--- src/rtl/reg_scoreboard_if.sv ---
`default_nettype none
// ============================================================================
//  Module      : reg_scoreboard_if
//  Description : Issue, writeback, flush and status bundle between the
//                decode stage and the register-write scoreboard.
//  Revision    : 1.0 - initial release
// ============================================================================
interface reg_scoreboard_if;

   // Issue side: instruction presented by decode
   logic        issue_valid;
   logic        issue_ready;
   logic [4:0]  issue_rs1;
   logic        issue_rs1_used;
   logic [4:0]  issue_rs2;
   logic        issue_rs2_used;
   logic [4:0]  issue_rd;
   logic        issue_wr;

   // Writeback side: one retired register write per cycle
   logic        wb_valid;
   logic [4:0]  wb_rd;

   // Pipeline control
   logic        flush;

   // Status
   logic [31:0] busy_mask;
   logic        wb_underflow;
   logic [31:0] stall_cycles;

   // Pipeline side: drives issue/writeback/flush, observes status
   modport master (
      output issue_valid,
      output issue_rs1,
      output issue_rs1_used,
      output issue_rs2,
      output issue_rs2_used,
      output issue_rd,
      output issue_wr,
      output wb_valid,
      output wb_rd,
      output flush,
      input  issue_ready,
      input  busy_mask,
      input  wb_underflow,
      input  stall_cycles
   );

   // Scoreboard side
   modport slave (
      input  issue_valid,
      input  issue_rs1,
      input  issue_rs1_used,
      input  issue_rs2,
      input  issue_rs2_used,
      input  issue_rd,
      input  issue_wr,
      input  wb_valid,
      input  wb_rd,
      input  flush,
      output issue_ready,
      output busy_mask,
      output wb_underflow,
      output stall_cycles
   );

endinterface
`default_nettype wire

--- src/rtl/reg_scoreboard.sv ---
`default_nettype none
// ============================================================================
//  Module      : reg_scoreboard
//  Description : Register-write scoreboard for the in-order RV64I pipeline.
//                Tracks in-flight writers per architectural register and
//                gates issue on RAW hazards and per-register writer
//                saturation (WAW resource limit).
//  Revision    : 1.0 - initial release
// ============================================================================
module reg_scoreboard #(
   parameter int CNT_W = 2
) (
   input  wire              clk,
   input  wire              reset,   // asynchronous, active low
   reg_scoreboard_if.slave  sb
);

   // ------------------------------------------------------------------------
   // Per-register status vectors. Bit 0 (x0) is tied off: x0 is never
   // tracked, never pending and never saturated.
   // ------------------------------------------------------------------------
   wire [31:0]  w_busy;
   wire [31:0]  w_sat;

   logic        w_rs1_hazard;
   logic        w_rs2_hazard;
   logic        w_rd_full;
   logic        w_issue_ready;
   logic        w_issue_wr_fire;
   logic        w_wb_live;
   logic        w_wb_underflow_evt;

   logic        r_wb_underflow;
   logic [31:0] r_stall_cycles;

   assign w_busy[0] = 1'b0;
   assign w_sat[0]  = 1'b0;

   // ------------------------------------------------------------------------
   // Issue gating. Only registered counters, flush and the issue inputs feed
   // this path; a writeback in the same cycle does not release a hazard
   // until the following cycle.
   // ------------------------------------------------------------------------
   always_comb begin
      w_rs1_hazard  = sb.issue_rs1_used && w_busy[sb.issue_rs1];
      w_rs2_hazard  = sb.issue_rs2_used && w_busy[sb.issue_rs2];
      w_rd_full     = sb.issue_wr && w_sat[sb.issue_rd];
      w_issue_ready = !sb.flush && !w_rs1_hazard && !w_rs2_hazard && !w_rd_full;
   end

   // ------------------------------------------------------------------------
   // Event qualification shared by all counters. A flush cycle discards both
   // the issue (already blocked by ready) and any writeback.
   // ------------------------------------------------------------------------
   always_comb begin
      w_issue_wr_fire    = sb.issue_valid && w_issue_ready && sb.issue_wr;
      w_wb_live          = sb.wb_valid && !sb.flush;
      w_wb_underflow_evt = w_wb_live && (sb.wb_rd != 5'd0) && !w_busy[sb.wb_rd];
   end

   // ------------------------------------------------------------------------
   // One in-flight-writer counter per register x1..x31.
   // ------------------------------------------------------------------------
   genvar gi;
   generate
      for (gi = 1; gi < 32; gi++) begin : g_cnt
         logic [CNT_W-1:0] r_cnt;
         logic             w_inc;
         logic             w_dec;

         // Decrement only when a writer is actually outstanding; a writeback
         // to an idle register is the underflow case and leaves the count 0.
         always_comb begin
            w_inc = w_issue_wr_fire && (sb.issue_rd == 5'(gi));
            w_dec = w_wb_live && (sb.wb_rd == 5'(gi)) && (r_cnt != '0);
         end

         // Counter update: flush clears, simultaneous inc/dec cancel out
         always_ff @(posedge clk or negedge reset) begin
            if (!reset) begin
               r_cnt <= '0;
            end else if (sb.flush) begin
               r_cnt <= '0;
            end else if (w_inc && !w_dec) begin
               r_cnt <= r_cnt + CNT_W'(1);
            end else if (w_dec && !w_inc) begin
               r_cnt <= r_cnt - CNT_W'(1);
            end
         end

         assign w_busy[gi] = |r_cnt;
         assign w_sat[gi]  = &r_cnt;
      end
   endgenerate

   // Sticky underflow flag: set by a writeback with no outstanding writer
   always_ff @(posedge clk or negedge reset) begin
      if (!reset) begin
         r_wb_underflow <= 1'b0;
      end else if (w_wb_underflow_evt) begin
         r_wb_underflow <= 1'b1;
      end
   end

   // Saturating count of cycles where decode was held off
   always_ff @(posedge clk or negedge reset) begin
      if (!reset) begin
         r_stall_cycles <= '0;
      end else if (sb.issue_valid && !w_issue_ready && (r_stall_cycles != 32'hFFFF_FFFF)) begin
         r_stall_cycles <= r_stall_cycles + 32'd1;
      end
   end

   assign sb.issue_ready  = w_issue_ready;
   assign sb.busy_mask    = w_busy;
   assign sb.wb_underflow = r_wb_underflow;
   assign sb.stall_cycles = r_stall_cycles;

endmodule
`default_nettype wire

--- src/flat_wrapper.sv ---
// flat-port wrapper written by rule: the top's interface ports become plain ports
module reg_scoreboard_flat 
#(
   parameter int CNT_W = 2
)
  (clk, reset, sb_issue_valid, sb_issue_rs1, sb_issue_rs1_used, sb_issue_rs2, sb_issue_rs2_used, sb_issue_rd, sb_issue_wr, sb_wb_valid, sb_wb_rd, sb_flush, sb_issue_ready, sb_busy_mask, sb_wb_underflow, sb_stall_cycles);
  reg_scoreboard_if sb_i ();
  input  wire clk;
  input  wire reset;
  input wire logic [$bits(sb_i.issue_valid)-1:0] sb_issue_valid;
  input wire logic [$bits(sb_i.issue_rs1)-1:0] sb_issue_rs1;
  input wire logic [$bits(sb_i.issue_rs1_used)-1:0] sb_issue_rs1_used;
  input wire logic [$bits(sb_i.issue_rs2)-1:0] sb_issue_rs2;
  input wire logic [$bits(sb_i.issue_rs2_used)-1:0] sb_issue_rs2_used;
  input wire logic [$bits(sb_i.issue_rd)-1:0] sb_issue_rd;
  input wire logic [$bits(sb_i.issue_wr)-1:0] sb_issue_wr;
  input wire logic [$bits(sb_i.wb_valid)-1:0] sb_wb_valid;
  input wire logic [$bits(sb_i.wb_rd)-1:0] sb_wb_rd;
  input wire logic [$bits(sb_i.flush)-1:0] sb_flush;
  output wire logic [$bits(sb_i.issue_ready)-1:0] sb_issue_ready;
  output wire logic [$bits(sb_i.busy_mask)-1:0] sb_busy_mask;
  output wire logic [$bits(sb_i.wb_underflow)-1:0] sb_wb_underflow;
  output wire logic [$bits(sb_i.stall_cycles)-1:0] sb_stall_cycles;
  assign sb_i.issue_valid = sb_issue_valid;
  assign sb_i.issue_rs1 = sb_issue_rs1;
  assign sb_i.issue_rs1_used = sb_issue_rs1_used;
  assign sb_i.issue_rs2 = sb_issue_rs2;
  assign sb_i.issue_rs2_used = sb_issue_rs2_used;
  assign sb_i.issue_rd = sb_issue_rd;
  assign sb_i.issue_wr = sb_issue_wr;
  assign sb_i.wb_valid = sb_wb_valid;
  assign sb_i.wb_rd = sb_wb_rd;
  assign sb_i.flush = sb_flush;
  assign sb_issue_ready = sb_i.issue_ready;
  assign sb_busy_mask = sb_i.busy_mask;
  assign sb_wb_underflow = sb_i.wb_underflow;
  assign sb_stall_cycles = sb_i.stall_cycles;
  reg_scoreboard #(.CNT_W(CNT_W)) u_core (.clk(clk), .reset(reset), .sb(sb_i));
endmodule
--- config.mk ---
export PLATFORM = sky130hd
export DESIGN_NAME = reg_scoreboard_flat
export DESIGN_NICKNAME = d
export VERILOG_FILES = /design/src/rtl/reg_scoreboard_if.sv /design/src/rtl/reg_scoreboard.sv /design/src/flat_wrapper.sv
export SDC_FILE = /design/constraint.sdc
export NUM_CORES = 1
export LEC_CHECK = 0
export CAP_MARGIN = 30
export CORE_AREA = 3 3 123 125
export DETAILED_ROUTE_END_ITERATION = 10
export DIE_AREA = 0 0 126 128
export HOLD_SLACK_MARGIN = 0.1
export PLACE_DENSITY = 0.73
export SKIP_LAST_GASP = 1
export SLEW_MARGIN = 40
export SYNTH_ARGS = -nofsm -noshare
export SYNTH_HDL_FRONTEND = slang
export SYNTH_SLANG_ARGS = --single-unit
--- constraint.sdc ---
create_clock -name clk -period 7.7 [get_ports clk]
set_clock_uncertainty 0.1 [all_clocks]
set_input_delay 1.155 -clock clk [delete_from_list [all_inputs] [get_ports clk]]
set_output_delay 1.155 -clock clk [all_outputs]
set_load 0.03 [all_outputs]
==> metrics.txt <==
status=finished, final reports clean; P&R area growth vs syn=18.4%; MaxCap Viol Count=0; initial antenna violation count=0; CP Launch Type=input pin; FF-to-FF path depth=8; register bit total from synthesis=95; Min-Delay Path Class=register to register; Highest Clock Rate=0.163 GHz; clock-pin transition on the worst setup and hold timing paths=0.07 ns; worst-skew pair later-pin latency=0.35 ns; die height=128 µm; Setup WS post-layout=1.56 ns; register area=0.00238 mm²; die width=126 µm; slew margin rel.=46.1%; vias after detailed routing=6,899; Total Nets Final=962; global-route wire length before repair=34.2 mm; clk root buf=clkbuf_16; Post-Place Worst Slack=1.63 ns; gpl congestion=0.988; number of synthesized flops with an enable pin=0; Ys Warns=0; vias in the first global route=6,470; Tmin final=6.14 ns; ys async rst share=100%; diode count=0; area of the multi-input gates=0.00428 mm²; largest net degree at the start of global routing=60; Num CTS Buffers=9; H-Tree Depth=3; Most used DFF post-synth=dfrtp_1; CTS resizes=0; worst slew pin tran=0.808 ns; VDD IR max=0.232 mV; Final period util=79.8%; # clock sinks=95; WHS Path Cells=1; RSZ-0062 raised after global routing=false; row count=43; leakage power total=0.00336 µW; Finish-stage setup viols=0; antenna viol nets, final=0; Overall Global Routing Usage=26.6%; Layout Cells excl Fill=1,118; sequential share of the synthesized area=34.0%; Syn Area/Cell=8.07 µm²; Syn Nets=895; Worst Setup End Kind=output pin; P per Cell Area=152 mW/mm²; Hold Vio Cnt, Final=0; Total Routed Length=21.3 mm; setup tns final=0 ns; floorplan core area=0.0140 mm²; CTS tree=built; Design Power=1260 µW; Post-CTS Hold Buffers=0; critical path required time=6.44 ns; io pins=94; Max clock buf depth=2; drt pass-1 iters=5; Initial Utilization=50.0%; crit path DAT=4.89 ns; postcts setup bufs=0; DIE AREA=0.0161 mm²; Cells after DPL=1,102; Yosys cell types=73; DRT iter0 DRCs=689; layout cells sized above 1=7.57%; Synth Instances=866; Netlist Area Pre-Place=0.00699 mm²; vias per inst=6.17; PortBufs=92; fill count=1,271; total gr overflow=0; Worst Path Max Fanout=21; residual DRC count=0; Setup Crit Path Kind=input pin to output pin; dpl hpwl=15.6 mm; pins over their slew limit=0; drt wl/cell=19.0 µm
==> metrics by stage <==
step / hold slack, ns / util, % / area, µm²
after floorplan: 0.439 / - / 6990
after global placement: 0.360 / 57.1 / 7980
after detailed placement: 0.361 / 57.1 / 7990
after CTS: 0.375 / 59.1 / 8270
after global routing: 0.406 / 59.1 / 8270
final: 0.370 / 59.1 / 8270
==> synth_stat cells, types with 11 or more instances <==
master | instances | area share (%)
a21oi_1 | 59 | 4.2
and2_1 | 23 | 2.1
and3_1 | 12 | 1.1
clkbuf_1 | 29 | 1.6
dfrtp_1 | 95 | 34
inv_1 | 37 | 2.0
mux4_2 | 11 | 3.5
nand2_1 | 97 | 5.2
nand2b_1 | 12 | 1.1
nand3_1 | 33 | 2.4
nand4_1 | 24 | 2.1
nor2_1 | 100 | 5.4
nor3_1 | 39 | 2.8
nor3b_1 | 32 | 3.4
o211ai_1 | 11 | 1.2
o21ai_0 | 37 | 2.6
or2_2 | 12 | 1.1
xnor2_1 | 35 | 4.4
xor2_1 | 27 | 3.4
==> power by group <==
part	switching [µW]	internal (µW)
combinational	166	101
clock	196	236
sequential	35.8	525
total	397	863
==> flip-flops by register name (all words and copies together), names as in the netlist <==
register                count
u_core.sb.stall_cycles     32
u_core.sb.wb_underflow      1
u_core.g_cnt.r_cnt         62
==> placed cells by master, fill, tap and decap left out, types with 11 or more instances in the layout <==
cell type	instances
clkdlybuf4s50_1	89
nand3_1	33
xnor2_1	35
and3_1	12
nand4_1	24
and2_1	23
or2_2	12
a21oi_1	59
dfrtp_1	95
nor3_1	39
mux4_2	11
nor3b_1	32
inv_1	37
nand2b_1	12
xor2_1	27
nor2_1	99
o21ai_0	37
nand2_1	97
o211ai_1	11
==> path summary, 6_finish.rpt <==
kind / start / endpoint / slack [ns]
worst max register to register: u_core.g_cnt[14].r_cnt[0] / u_core.sb.stall_cycles[1] / 3.89
max in group asynchronous: reset / u_core.g_cnt[13].r_cnt[1] / 5.91
min in group asynchronous: reset / u_core.sb.wb_underflow / 0.66
worst max-delay path: sb_issue_rs1[2] / sb_issue_ready / 1.56
worst min-delay path: u_core.sb.wb_underflow / u_core.sb.wb_underflow / 0.37
worst min register to register: u_core.sb.wb_underflow / u_core.sb.wb_underflow / 0.37
==> per-layer routing <==
| metal | global-route usage [%] | wire [µm] |
|---|---|---|
| met1 | 36.0 | 9180 |
| met2 | 40.0 | 9110 |
| met3 | 6.67 | 1940 |
| met4 | 12.6 | 1060 |
| met5 | 0 | 0 |
==> worst max-delay path, cell delays in order <==
cell	delay, ns
clkdlybuf4s50_1	0.89
inv_1	0.22
mux4_2	0.48
a2111oi_1	0.44
nor4b_1	0.14
or3_1	0.65
nor2_1	0.19
clkdlybuf4s50_1	0.71
==> kinds of logic (layout without fill, tap and decap cells) <==
| kind of cell | after synthesis | count (layout) | synth area share (%) |
|---|---|---|---|
| AO/OA/AOI/OAI | 169 | 169 | 15.3 |
| other | 1 | 1 | 0.0537 |
| AND/OR/NAND/NOR | 438 | 438 | 32.7 |
| buffers and inverters | 82 | 154 | 4.83 |
| XOR/XNOR | 62 | 62 | 7.77 |
| multiplexers | 18 | 18 | 5.05 |
| flip-flops | 95 | 95 | 34.0 |
| adder cells (fa/ha/maj) | 1 | 1 | 0.179 |
==> area by class of cell <==
| type | count | area share, % |
|---|---|---|
| multi-input combinational | 689 | 51.7 |
| sequential | 95 | 28.7 |
| timing repair buffer | 98 | 11.6 |
| clock buffer | 11 | 3.06 |
| tap | 180 | 2.72 |
| inverter | 40 | 1.81 |
| clock inverter | 5 | 0.393 |
(Power assumes the default switching activity.)
